**src/rtl/disp_hex_mux_gen_if.sv**
```systemverilog
// Display bus between the SoC display register block (master) and the
// seven-segment mux driver (slave).
interface disp_hex_mux_gen_if #(
  parameter int unsigned NUM_DIGITS = 8,
  parameter int unsigned BRIGHT_W   = 4
);
  logic [4*NUM_DIGITS-1:0] hex_in;
  logic [NUM_DIGITS-1:0]   dp_in;
  logic [NUM_DIGITS-1:0]   blank_in;
  logic [NUM_DIGITS-1:0]   blink_in;
  logic                    lz_suppress;
  logic [BRIGHT_W-1:0]     brightness;
  logic [NUM_DIGITS-1:0]   an;
  logic [7:0]              sseg;
  logic                    frame_tick;

  modport master (
    output hex_in, dp_in, blank_in, blink_in, lz_suppress, brightness,
    input  an, sseg, frame_tick
  );

  modport slave (
    input  hex_in, dp_in, blank_in, blink_in, lz_suppress, brightness,
    output an, sseg, frame_tick
  );
endinterface

```
**src/rtl/disp_hex_mux_gen.sv**
```systemverilog
// Time-multiplexed N-digit seven-segment hex driver with per-digit blank and
// blink, leading-zero suppression, PWM brightness, a one-clock dead time at
// each slot start, and a display snapshot taken once per frame.
module disp_hex_mux_gen #(
  parameter int unsigned NUM_DIGITS = 8,
  parameter int unsigned TICK_DIV   = 12500,
  parameter int unsigned BRIGHT_W   = 4,
  parameter int unsigned BLINK_W    = 9
) (
  input logic               clk,
  input logic               reset,
  disp_hex_mux_gen_if.slave bus
);

  localparam int unsigned PW = $clog2(TICK_DIV);
  localparam int unsigned IW = $clog2(NUM_DIGITS);

  // Scan state
  logic [PW-1:0]      r_presc;
  logic [IW-1:0]      r_idx;
  logic [BLINK_W-1:0] r_frame;

  // Frame snapshot; every display decision reads only these
  logic [4*NUM_DIGITS-1:0] r_hex;
  logic [NUM_DIGITS-1:0]   r_dp;
  logic [NUM_DIGITS-1:0]   r_blank;
  logic [NUM_DIGITS-1:0]   r_blink;
  logic                    r_lz;
  logic [BRIGHT_W-1:0]     r_bright;

  // Registered pin drivers
  logic [NUM_DIGITS-1:0] r_an;
  logic [7:0]            r_sseg;
  logic                  r_frame_tick;

  logic                  w_slot_end;
  logic                  w_frame_end;
  logic [NUM_DIGITS-1:0] w_supp;
  logic                  w_lead_seen;
  logic [3:0]            w_nib;
  logic                  w_dp;
  logic [6:0]            w_seg7;
  logic                  w_visible;
  logic [BRIGHT_W-1:0]   w_pwm;
  logic                  w_on;
  logic                  w_dead;
  logic [NUM_DIGITS-1:0] w_an_next;
  logic [7:0]            w_sseg_next;

  assign w_slot_end  = (r_presc == PW'(TICK_DIV - 1));
  assign w_frame_end = w_slot_end && (r_idx == IW'(NUM_DIGITS - 1));

  // Advance prescaler, digit index and frame counter
  always_ff @(posedge clk or posedge reset) begin
    if (reset) begin
      r_presc <= '0;
      r_idx   <= '0;
      r_frame <= '0;
    end else begin
      if (w_slot_end) begin
        r_presc <= '0;
        r_idx   <= (r_idx == IW'(NUM_DIGITS - 1)) ? '0 : r_idx + 1'b1;
      end else begin
        r_presc <= r_presc + 1'b1;
      end
      if (w_frame_end) r_frame <= r_frame + 1'b1;
    end
  end

  // Capture all display controls together at the frame boundary
  always_ff @(posedge clk or posedge reset) begin
    if (reset) begin
      r_hex    <= '0;
      r_dp     <= '0;
      r_blank  <= '0;
      r_blink  <= '0;
      r_lz     <= 1'b0;
      r_bright <= '0;
    end else if (w_frame_end) begin
      r_hex    <= bus.hex_in;
      r_dp     <= bus.dp_in;
      r_blank  <= bus.blank_in;
      r_blink  <= bus.blink_in;
      r_lz     <= bus.lz_suppress;
      r_bright <= bus.brightness;
    end
  end

  // Scan from the most significant digit down; digit 0 is always shown
  always_comb begin
    w_supp      = '0;
    w_lead_seen = 1'b0;
    for (int i = NUM_DIGITS - 1; i >= 1; i--) begin
      if ((r_hex[4*i +: 4] != 4'h0) || r_dp[i]) w_lead_seen = 1'b1;
      w_supp[i] = r_lz & ~w_lead_seen;
    end
  end

  assign w_nib = r_hex[{r_idx, 2'b00} +: 4];
  assign w_dp  = r_dp[r_idx];

  // Hex nibble to active-low {g,f,e,d,c,b,a}
  always_comb begin
    w_seg7 = 7'h7F;
    case (w_nib)
      4'h0: w_seg7 = 7'b1000000;
      4'h1: w_seg7 = 7'b1111001;
      4'h2: w_seg7 = 7'b0100100;
      4'h3: w_seg7 = 7'b0110000;
      4'h4: w_seg7 = 7'b0011001;
      4'h5: w_seg7 = 7'b0010010;
      4'h6: w_seg7 = 7'b0000010;
      4'h7: w_seg7 = 7'b1111000;
      4'h8: w_seg7 = 7'b0000000;
      4'h9: w_seg7 = 7'b0010000;
      4'hA: w_seg7 = 7'b0001000;
      4'hB: w_seg7 = 7'b0000011;
      4'hC: w_seg7 = 7'b1000110;
      4'hD: w_seg7 = 7'b0100001;
      4'hE: w_seg7 = 7'b0000110;
      4'hF: w_seg7 = 7'b0001110;
      default: w_seg7 = 7'h7F;
    endcase
  end

  assign w_visible = ~r_blank[r_idx] & ~w_supp[r_idx] &
                     ~(r_blink[r_idx] & r_frame[BLINK_W-1]);
  assign w_pwm     = r_presc[BRIGHT_W-1:0];
  assign w_on      = (&r_bright) | (w_pwm < r_bright);
  // Anodes are forced off on the first clock of every slot to avoid ghosting
  assign w_dead    = (r_presc == '0);

  // Select the active anode for the current slot when lit
  always_comb begin
    w_an_next = '1;
    if (w_visible && w_on && !w_dead) w_an_next[r_idx] = 1'b0;
  end

  assign w_sseg_next = w_visible ? {~w_dp, w_seg7} : 8'hFF;

  // Register pin outputs; reset blanks the display immediately
  always_ff @(posedge clk or posedge reset) begin
    if (reset) begin
      r_an         <= '1;
      r_sseg       <= 8'hFF;
      r_frame_tick <= 1'b0;
    end else begin
      r_an         <= w_an_next;
      r_sseg       <= w_sseg_next;
      r_frame_tick <= w_frame_end;
    end
  end

  assign bus.an         = r_an;
  assign bus.sseg       = r_sseg;
  assign bus.frame_tick = r_frame_tick;

endmodule

```
**src/flat_wrapper.sv**
```systemverilog
// flat-port wrapper written by rule: the top's interface ports become plain ports
module disp_hex_mux_gen_flat 
#(
  parameter int unsigned NUM_DIGITS = 8,
  parameter int unsigned TICK_DIV   = 12500,
  parameter int unsigned BRIGHT_W   = 4,
  parameter int unsigned BLINK_W    = 9
)
  (clk, reset, bus_hex_in, bus_dp_in, bus_blank_in, bus_blink_in, bus_lz_suppress, bus_brightness, bus_an, bus_sseg, bus_frame_tick);
  disp_hex_mux_gen_if #(.NUM_DIGITS(NUM_DIGITS), .BRIGHT_W(BRIGHT_W)) bus_i ();
  input logic clk;
  input logic reset;
  input wire logic [$bits(bus_i.hex_in)-1:0] bus_hex_in;
  input wire logic [$bits(bus_i.dp_in)-1:0] bus_dp_in;
  input wire logic [$bits(bus_i.blank_in)-1:0] bus_blank_in;
  input wire logic [$bits(bus_i.blink_in)-1:0] bus_blink_in;
  input wire logic [$bits(bus_i.lz_suppress)-1:0] bus_lz_suppress;
  input wire logic [$bits(bus_i.brightness)-1:0] bus_brightness;
  output wire logic [$bits(bus_i.an)-1:0] bus_an;
  output wire logic [$bits(bus_i.sseg)-1:0] bus_sseg;
  output wire logic [$bits(bus_i.frame_tick)-1:0] bus_frame_tick;
  assign bus_i.hex_in = bus_hex_in;
  assign bus_i.dp_in = bus_dp_in;
  assign bus_i.blank_in = bus_blank_in;
  assign bus_i.blink_in = bus_blink_in;
  assign bus_i.lz_suppress = bus_lz_suppress;
  assign bus_i.brightness = bus_brightness;
  assign bus_an = bus_i.an;
  assign bus_sseg = bus_i.sseg;
  assign bus_frame_tick = bus_i.frame_tick;
  disp_hex_mux_gen #(.NUM_DIGITS(NUM_DIGITS), .TICK_DIV(TICK_DIV), .BRIGHT_W(BRIGHT_W), .BLINK_W(BLINK_W)) u_core (.clk(clk), .reset(reset), .bus(bus_i));
endmodule
```
**config.mk**
```make
export PLATFORM = sky130hd
export DESIGN_NAME = disp_hex_mux_gen_flat
export DESIGN_NICKNAME = d
export VERILOG_FILES = /design/src/rtl/disp_hex_mux_gen_if.sv /design/src/rtl/disp_hex_mux_gen.sv /design/src/flat_wrapper.sv
export SDC_FILE = /design/constraint.sdc
export NUM_CORES = 1
export LEC_CHECK = 0
export CORE_UTILIZATION = 29
export CTS_BUF_LIST = sky130_fd_sc_hd__clkbuf_8
export DETAILED_ROUTE_END_ITERATION = 8
export PLACE_DENSITY = 0.54
export SETUP_SLACK_MARGIN = 0.1
export SLEW_MARGIN = 20
export SYNTH_ARGS = -nofsm -noshare
export SYNTH_HDL_FRONTEND = slang
export SYNTH_SLANG_ARGS = --single-unit
```
**constraint.sdc**
```tcl
create_clock -name clk -period 8.4 [get_ports clk]
set_input_delay 1.26 -clock clk [delete_from_list [all_inputs] [get_ports clk]]
set_output_delay 1.26 -clock clk [all_outputs]
set_load 0.01 [all_outputs]
```
==> impl_metrics.py, run 1 <==
metrics = {
    "synthesis": {
        "yosys-top-cells-count": "nand2_1, dfrtp_1, nor2_1",
        "ys_types": 47,
        "synth.area.top_cells": "dfrtp_1, nand2_1, dfstp_2",
        "synth_top_cell_by_area": "dfrtp_1",
        "synth_nets": 576,
        "yosysWarnings": 0,
        "ys_ff_latch": 104,
        "syn_inst": 499,
        "ys.flop_type": "dfrtp_1",
        "yosysSeqAreaShare_pct": 53.37,
        "synth_edf_count": 0,
        "async_flop_share_pct": 100.0,
        "synth_area_per_cell_um2": 9.847,
        "yosysMostFrequentCell": "nand2_1",
        "synth_top_area_share_pct": 44.82,
        "synth_area_um2": 4913,
    },
    "run": {
        "drv_cap": 0,
    },
    "clock_network": {
        "clk_path_buf_depth": 2,
        "cts_root_buf": "clkbuf_8",
        "path_clk_slew_ns": 0.09,
        "post_cts_buffers": 0,
        "cts_tree": "done",
        "cts_sinks": 104,
        "htreeDepth": 3,
        "postCtsHoldBufs": 0,
        "worstSkewPairLatency_ns": 0.39,
        "cts_resized": 0,
        "cts_inserted_buffers": 9,
    },
    "worst_hold_path": {
        "worstHoldPathType": "reg2reg",
        "hold_start": "u_core.r_frame[7]",
        "hold_depth": 1,
    },
    "power_and_ir_drop": {
        "finalPower_mw": 0.8441,
        "cellPowerDensity_nw_per_um2": 138.5,
        "p_leak_nw": 2.523,
        "vdd_ir_drop_max_mv": 0.07144,
    },
    "worst_setup_path": {
        "r2r-start": "u_core.r_presc[2]",
        "cp.arrival_ns": 3.47,
        "critPathKind": "reg2reg",
        "crit_start": "u_core.r_presc[2]",
        "critPathMaxFanout": 61,
        "r2r_cells": 7,
        "critPathCaptureType": "flop",
        "startpoint_type": "flop",
        "crit_required_ns": 8.65,
    },
    "floorplan": {
        "io_pins": 80,
        "dieArea_um2": 17470,
        "fp-row-count": 47,
        "coreArea_um2": 16580,
        "die_h_um": 132.2,
        "start_util_pct": 29.63,
        "die_w_um": 132.2,
    },
    "placement": {
        "pre_cts_ws_ns": 5.128,
        "placedInstanceArea_um2": 5906,
        "port_buffers": 79,
        "gp_congestion": 0.8288,
        "dp.final_hpwl_um": 8331,
        "dp.cells": 781,
    },
    "sta": {
        "relSlewSlack_pct": 30.90,
        "period_share_pct": 38.40,
        "post-route-min-period_ns": 3.226,
        "fin_ws_ns": 5.174,
        "tightest_slew_ns": 1.036,
        "rsz0062_at_grt": "false",
        "holdWs_ns": 0.4832,
        "fmax_ghz": 0.3100,
        "setup_viol": 0,
        "hold_violations": 0,
        "setup_tns_ns": 0,
        "slew_violations": 0,
        "finClkSkew_ns": 0.01438,
    },
    "routing": {
        "drt_iter0_markers": 223,
        "drc": 0,
        "ant_nets": 0,
        "wl_per_cell_um": 14.22,
        "viasPerCell": 4.593,
        "drt-pass1-iter-count": 4,
        "routed_wl_um": 11340,
        "route.vias.total": 3661,
    },
    "finish": {
        "antennaDiodeCount": 0,
        "fin_util_pct": 36.74,
        "syn2layout_area_growth_pct": 24.01,
        "fin_area_um2": 6093,
        "nFillCells": 1705,
        "post_route_cells_drive_above_1_share_pct": 10.23,
        "nets": 649,
        "fin_cells": 797,
    },
    "global_route": {
        "grt_pass1_wl_um": 19310,
        "grt_pass1_vias": 3877,
        "grt_usage_pct": 14.13,
        "antenna_found_initial": 0,
        "grt_max_degree": 69,
        "grt.overflow.total": 0,
    },
    "outcome": {
        "status": "complete, no violations",
    },
}
[kinds of logic after synthesis]
| kind of cell | Yosys count | share of synthesized area, % |
|---|---|---|
| compound gates | 29 | 4.329 |
| xor+xnor | 21 | 3.743 |
| flops | 104 | 53.37 |
| buf+inv | 34 | 3.234 |
| simple gates | 275 | 24.09 |
| fa+ha+maj | 14 | 3.565 |
| mux | 22 | 7.665 |
[per-layer routing]
| metal | track usage [%] | wire, um |
|---|---|---|
| met5 | 0 | 0 |
| met4 | 5.103 | 195 |
| met3 | 3.422 | 441 |
| met1 | 18.76 | 5369 |
| met2 | 22.40 | 5330 |
[worst max-delay path, cell delays in order, from the launching register on]
cell and delay (ns):
dfrtp_1 0.45, or4_4 0.52, nor4_4 0.68, nand2_2 0.09
buf_4 0.34, inv_2 0.34, buf_4 0.48, o21ai_0 0.16
[where the power goes]
| group | total [mW] | internal (mW) | leakage (nW) | switching [mW] |
|---|---|---|---|---|
| clock network | 0.302 | 0.136 | 0.102 | 0.167 |
| registers | 0.501 | 0.501 | 1.06 | 0 |
| logic | 0.0411 | 0.0258 | 1.36 | 0.0153 |
[registers in the layout (all words and copies together), names as in the netlist]
| signal | cells |
|---|---|
| u_core.r_dp | 8 |
| u_core.bus.sseg | 8 |
| u_core.r_blink | 8 |
| u_core.r_bright | 4 |
| u_core.r_blank | 8 |
| u_core.r_idx | 3 |
| u_core.r_hex | 32 |
| u_core.r_presc | 14 |
| u_core.r_frame | 9 |
| u_core.bus.frame_tick | 1 |
| u_core.r_lz | 1 |
| u_core.bus.an | 8 |
[final cells by class]
class | instances | area (um^2) | share of cell area, %
tap | 220 | 275.3 | 4.517
multi-input combinational | 361 | 2132 | 34.99
clock inverter | 7 | 63.81 | 1.047
clock buffer | 9 | 123.9 | 2.033
timing repair buffer | 84 | 828.3 | 13.59
sequential | 104 | 2623 | 43.04
inverter | 12 | 47.55 | 0.7803
[layout by cell type, fill, tap and decap left out, types with 3 or more instances in the layout]
cell / Yosys / layout
o211ai_1: 3 / 3
xor2_1: 7 / 7
nand2_1: 203 / 203
clkdlybuf4s50_1: 0 / 79
o21ai_0: 11 / 11
nand3_1: 14 / 14
o221ai_1: 4 / 4
nor4_1: 4 / 4
buf_4: 3 / 5
clkbuf_8: 0 / 9
or4_1: 4 / 4
mux4_2: 12 / 12
xnor2_1: 14 / 14
mux2_2: 5 / 5
ha_1: 14 / 14
nand4_1: 8 / 8
dfrtp_1: 88 / 88
and3_1: 3 / 3
inv_1: 10 / 11
nor2_1: 22 / 22
and4_1: 3 / 3
dfstp_2: 16 / 16
nand4b_1: 4 / 4
mux2i_1: 5 / 5
[path summary, 6_finish.rpt]
kind / end / slack [ns]
setup / recovery: u_core.r_bright[1] / 5.17
hold / removal: u_core.r_frame[7] / 0.48
setup reg to reg: u_core.r_bright[1] / 5.17
hold reg to reg: u_core.r_frame[7] / 0.48
max in group asynchronous: u_core.r_frame[4] / 5.96
min in group asynchronous: u_core.r_hex[13] / 1.23
Note: power is estimated with default switching activity, not from simulation.
==> run 2, diff against run 1 <==
==> constraint.sdc (replaced) <==
create_clock -name clk -period 3.2 [get_ports clk]
set_input_delay 0.48 -clock clk [delete_from_list [all_inputs] [get_ports clk]]
set_output_delay 0.48 -clock clk [all_outputs]
set_load 0.01 [all_outputs]
==> run 2 against run 1 <==
Setup slack got worse by 4.6 ns; register-to-register slack got worse by 4.6 ns; core utilization grew 0.54 points; first-iteration DRC count grew 16%; global-route usage up 0.18 points; cell area grew 1.5%; sequential cell count unchanged; worst hold slack worse by 0.0038 ns; critical path depth grew 1.
==> impl_metrics.py, run 2 (synthesis gave the netlist of run 1 again) <==
metrics = {
    "outcome": {
        "status": "complete, no violations",
    },
    "worst_setup_path": {
        "critPathKind": "reg2reg",
        "r2r-start": "u_core.r_idx[0]",
        "slowest_delay_ns": 0.60,
        "startpoint_type": "flop",
        "rr_endpoint": "u_core.bus.sseg[0]",
        "r2r_slack_ns": 0.57,
        "cp.arrival_ns": 2.90,
        "critical-path-top-delay-family": "simple AND/OR/NAND/NOR gates",
        "r2r_cells": 8,
        "critPathMaxFanout": 11,
        "cp_slowest_cell": "dfrtp_1",
        "critPathCaptureType": "flop",
        "cpMostUsedCell": "nand2_1",
        "crit_chain": "buf_4 -> mux4_2 -> nand2_1 -> nand2_1 -> ha_1 -> or3_1 -> o221ai_1 -> nand2_1",
        "critical_path_buf_inv_count": 1,
        "crit_required_ns": 3.48,
    },
    "routing": {
        "routed_wl_um": 11510,
        "drt_iter0_markers": 258,
        "viasPerCell": 4.594,
        "ant_nets": 0,
        "drt-pass1-iter-count": 4,
        "wl_per_cell_um": 14.35,
        "route.vias.total": 3684,
        "drc": 0,
    },
    "global_route": {
        "use_met3_pct": 3.460,
        "grt_pass1_vias": 3840,
        "use_met1_pct": 19.78,
        "grt.overflow.total": 0,
        "grt_max_degree": 53,
        "use_met2_pct": 22.25,
        "grt_pass1_wl_um": 19710,
        "grt_usage_pct": 14.31,
        "busiest_layer": "met2",
        "antenna_found_initial": 0,
    },
    "run": {
        "drv_cap": 0,
    },
    "sta": {
        "hold_violations": 0,
        "rsz0062_at_grt": "false",
        "period_share_pct": 82.08,
        "tightest_slew_ns": 0.6285,
        "slew_violations": 0,
        "setup_viol": 0,
        "relSlewSlack_pct": 57.97,
        "holdWs_ns": 0.4794,
        "setup_tns_ns": 0,
        "post-route-min-period_ns": 2.627,
        "finClkSkew_ns": 0.01106,
        "fmax_ghz": 0.3807,
    },
    "floorplan": {
        "start_util_pct": 29.63,
        "die_h_um": 132.2,
        "io_pins": 80,
        "dieArea_um2": 17470,
        "coreArea_um2": 16580,
        "die_w_um": 132.2,
        "fp-row-count": 47,
    },
    "finish": {
        "reg_top3": "u_core.r_hex: 32 flops, u_core.r_presc: 14 flops, u_core.r_frame: 9 flops",
        "nets": 654,
        "largest_reg_flops": 32,
        "fin_cells": 802,
        "multiInputGateArea_um2": 2140,
        "fin_util_pct": 37.29,
        "final_cell_mix": "nand2_1, dfrtp_1, clkdlybuf4s50_1",
        "post_route_cells_drive_above_1_share_pct": 11.17,
        "regArea_um2": 2623,
        "final_common_cell": "nand2_1",
        "nFillCells": 1679,
        "antennaDiodeCount": 0,
        "syn2layout_area_growth_pct": 25.85,
        "largest_register": "u_core.r_hex",
    },
    "placement": {
        "port_buffers": 79,
        "dp.cells": 786,
        "dp.final_hpwl_um": 8591,
        "gp_congestion": 0.8205,
    },
    "clock_network": {
        "postCtsHoldBufs": 0,
        "cts_sinks": 104,
        "worstSkewPairLatency_ns": 0.38,
        "cts_tree": "done",
        "post_cts_buffers": 0,
        "cts_root_buf": "clkbuf_8",
        "cts_resized": 0,
        "clk_path_buf_depth": 2,
        "cts_inserted_buffers": 9,
        "htreeDepth": 3,
        "path_clk_slew_ns": 0.10,
    },
    "worst_hold_path": {
        "worstHoldPathType": "reg2reg",
        "hold_depth": 1,
        "hold_start": "u_core.r_frame[7]",
        "whs_endpoint": "u_core.r_frame[7]",
    },
    "power_and_ir_drop": {
        "vdd_ir_drop_max_mv": 0.1908,
        "finalPower_mw": 2.332,
        "p_leak_nw": 2.566,
        "cellPowerDensity_nw_per_um2": 377.1,
    },
}
## run 2: cell count changes in the layout (fill, tap and decap cells not counted)
cell | before | now
clkbuf_8 | 9 | 10
bufinv_16 | 1 | 2
buf_4 | 5 | 9
a211oi_4 | 0 | 1
a211oi_2 | 1 | 0
inv_1 | 11 | 10
clkinv_2 | 2 | 1
buf_12 | 0 | 1
inv_4 | 1 | 2
inv_6 | 1 | 0
## run 2: final cells by class
type                    count  share of cell area, %
clock buffers              10                  2.226
clock inverters             6                  1.315
inverters                  12                 0.7892
multi-input cells         361                  34.60
flip-flops and latches    104                  42.41
well taps                 220                  4.452
repair buffers             89                  14.20
## run 2: layer usage
layer	vias up	wire length (um)
met5	-	0
met2	81	5341
met4	0	133
met1	1772	5577
li1	1821	-
met3	10	457
## run 2: per-stage QoR
stage | instance area (um^2) | setup WS [ns]
floorplan | 4917 | 0.8883
global placement | 5957 | 0.4660
detailed placement | 5957 | 0.3734
CTS | 6176 | 0.3326
global route | 6183 | 0.3311
finish | 6183 | 0.5733
## run 2: how the worst max path moves through the flow
stage	start	end	slack, ns	depth (start not counted)
floorplan	u_core.r_idx[0]	u_core.bus.sseg[0]	0.89	9
global placement	u_core.r_idx[0]	u_core.bus.sseg[1]	0.47	6
detailed placement	u_core.r_idx[0]	u_core.bus.sseg[2]	0.37	6
CTS	u_core.r_idx[0]	u_core.bus.sseg[2]	0.33	6
global route	u_core.r_presc[2]	u_core.r_hex[17]	0.33	7
finish	u_core.r_idx[0]	u_core.bus.sseg[0]	0.57	8
## run 2: report_power, final
group	leakage [nW]	total [mW]	internal, mW	switching (mW)
clock network	0.118	0.911	0.459	0.452
registers	1.06	1.31	1.31	0
logic	1.38	0.107	0.0699	0.0371
total	2.57	2.33	1.84	0.489
==> run 3, diff against run 2 <==
--- a/config.mk
+++ b/config.mk
@@ -8,7 +8,7 @@
 export CORE_UTILIZATION = 29
 export CTS_BUF_LIST = sky130_fd_sc_hd__clkbuf_8
 export DETAILED_ROUTE_END_ITERATION = 8
-export PLACE_DENSITY = 0.54
+export PLACE_DENSITY = 0.55
 export SETUP_SLACK_MARGIN = 0.1
 export SLEW_MARGIN = 20
 export SYNTH_ARGS = -nofsm -noshare
==> constraint.sdc (replaced) <==
create_clock -name clk -period 2.24 [get_ports clk]
set_input_delay 0.336 -clock clk [delete_from_list [all_inputs] [get_ports clk]]
set_output_delay 0.336 -clock clk [all_outputs]
set_load 0.01 [all_outputs]
==> run 3 against run 2 <==
Cell count rose by 3.4%; sequential share of layout area decreased by 2.4 points; die area stayed put; combinational power is 45% higher; sequential power rose by 44%; total power increased by 39%; via count up 3.5%; critical path type unchanged; largest power group unchanged.
==> impl_metrics.py, run 3 (synthesis gave the netlist of run 1 again) <==
metrics = {
    "placement": {
        "port_buffers": 79,
        "pre_cts_ws_ns": -0.2328,
        "dp.final_hpwl_um": 8677,
        "placedInstanceArea_um2": 6113,
        "gp_congestion": 0.8273,
    },
    "worst_setup_path": {
        "critical-path-top-delay-family": "compound AO/OA/AOI/OAI gates",
        "startpoint_type": "flop",
        "critical_path_buf_inv_count": 1,
        "r2r_slack_ns": 0.01,
        "cp_slowest_cell": "a211oi_4",
        "crit_chain": "buf_6 -> mux2_4 -> a32oi_1 -> o211ai_1 -> a211oi_4 -> o221ai_1",
        "critPathMaxFanout": 8,
        "r2r-start": "u_core.r_idx[0]",
        "slowest_delay_ns": 0.52,
        "crit_required_ns": 2.52,
        "critPathCaptureType": "flop",
        "cp.arrival_ns": 2.50,
        "endpoint": "u_core.bus.sseg[5]",
        "worst-path-stages": 6,
        "rr_endpoint": "u_core.bus.sseg[5]",
        "crit_start": "u_core.r_idx[0]",
        "r2r_cells": 6,
        "critPathKind": "reg2reg",
    },
    "run": {
        "drv_cap": 0,
    },
    "routing": {
        "route.vias.total": 3814,
        "drt_iter0_markers": 253,
        "wl_per_cell_um": 14.42,
        "ant_nets": 0,
        "routed_wl_um": 11960,
        "viasPerCell": 4.601,
        "drc": 0,
        "drt-pass1-iter-count": 5,
    },
    "global_route": {
        "grt_pass1_wl_um": 20020,
        "antenna_found_initial": 0,
        "grt_pass1_vias": 3975,
        "grt_max_degree": 51,
        "grt.overflow.total": 0,
        "grt_usage_pct": 14.67,
    },
    "finish": {
        "final_cell_mix": "nand2_1, dfrtp_1, clkdlybuf4s50_1",
        "fin_area_um2": 6559,
        "largest_reg_flops": 32,
        "largest_register": "u_core.r_hex",
        "reg_top3": "u_core.r_hex: 32 flops, u_core.r_presc: 14 flops, u_core.r_frame: 9 flops",
        "fin_util_pct": 39.55,
        "antennaDiodeCount": 0,
        "final_common_cell": "nand2_1",
        "syn2layout_area_growth_pct": 33.49,
        "post_route_cells_drive_above_1_share_pct": 18.39,
        "nets": 681,
    },
    "worst_hold_path": {
        "worstHoldPathType": "in2async",
    },
    "sta": {
        "relSlewSlack_pct": 59.84,
        "fmax_ghz": 0.4490,
        "slew_violations": 0,
        "post-route-min-period_ns": 2.227,
        "setup_viol": 0,
        "finClkSkew_ns": 0.01358,
        "rsz0062_at_grt": "true",
        "setup_tns_ns": 0,
        "tightest_slew_ns": 0.5997,
        "hold_violations": 0,
        "fin_ws_ns": 0.01282,
        "period_share_pct": 99.43,
    },
    "floorplan": {
        "dieArea_um2": 17470,
        "coreArea_um2": 16580,
        "die_h_um": 132.2,
        "start_util_pct": 29.63,
        "die_w_um": 132.2,
        "fp-row-count": 47,
        "io_pins": 80,
    },
    "clock_network": {
        "cts_sinks": 104,
        "postCtsHoldBufs": 0,
        "cts_root_buf": "clkbuf_8",
        "cts_inserted_buffers": 9,
        "worstSkewPairLatency_ns": 0.39,
        "cts_tree": "done",
        "clk_path_buf_depth": 2,
        "htreeDepth": 3,
        "path_clk_slew_ns": 0.11,
    },
    "power_and_ir_drop": {
        "cellPowerDensity_nw_per_um2": 495.5,
        "finalPower_mw": 3.250,
        "p_leak_nw": 2.740,
        "vdd_ir_drop_max_mv": 0.2884,
    },
    "outcome": {
        "status": "complete, no violations",
    },
}
[run 3: cell count changes in the layout (fill, tap and decap cells not counted), sizes merged]
cell      previous run  this run
clkbuf              10         9
clkinv               2         3
buf                 10        36
a211oi               2         3
clkinvlp             1         2
bufinv               2         1
[run 3: through the flow]
stage          std cells  hold WS, ns
4_1_cts              824       0.3246
2_1_floorplan        499       0.4375
5_1_grt              829       0.3590
3_5_place_dp         801       0.4671
3_3_place_gp         801       0.4527
6_report             829       0.3232
[run 3: how the worst min path moves through the flow]
stage	from	slack (ns)	cells after the start	end
after global placement	u_core.r_frame[6]	0.45	1	u_core.r_frame[6]
after detailed placement	u_core.r_blink[1]	0.47	2	u_core.r_blink[1]
final	reset	0.32	2	u_core.r_bright[1]
after CTS	reset	0.32	2	u_core.r_presc[8]
after floorplan	u_core.r_frame[6]	0.44	1	u_core.r_frame[6]
after global routing	reset	0.36	2	u_core.r_bright[1]
[run 3: layout make-up]
| cell class | count | area [um^2] |
|---|---|---|
| inverters | 12 | 53.80 |
| multi-input cells | 362 | 2273 |
| clock inverters | 7 | 77.57 |
| clock buffers | 9 | 123.9 |
| fillers | 1666 | 10020 |
| repair buffers | 115 | 1130 |
| well taps | 220 | 275.3 |
| flip-flops and latches | 104 | 2625 |
[run 3: timing repair]
| item | 4_1_cts | 5_1_grt |
|---|---|---|
| pin swaps | 4 | 13 |
| setup endpoints to repair | 50 | 75 |
| setup buffers | 6 | 5 |
| cloned | 1 | 0 |
| resized for setup | 10 | 26 |
[run 3: worst register-to-register path: cells and delay by family (launching register included)]
kind | cells | cell delay [ns]
AO/OA/AOI/OAI | 4 | 1.21
flip-flops | 1 | 0.48
multiplexers | 1 | 0.29
buffers and inverters | 1 | 0.14
[run 3: power breakdown]
part	switching, mW	leakage, nW	internal, mW
Combinational	0.0526	1.58	0.102
Clock	0.689	0.101	0.529
Sequential	0	1.06	1.88
[run 3: per-layer routing]
| layer | wire, um | part of all wire (%) | up-vias | track usage (%) |
|---|---|---|---|---|
| met5 | 0 | 0 | - | 0 |
| met4 | 229 | 1.9 | 0 | 5.297 |
| met3 | 591 | 4.9 | 16 | 3.230 |
| met2 | 5530 | 46 | 99 | 23.28 |
| met1 | 5606 | 47 | 1828 | 19.66 |
| li1 | - | - | 1871 | - |
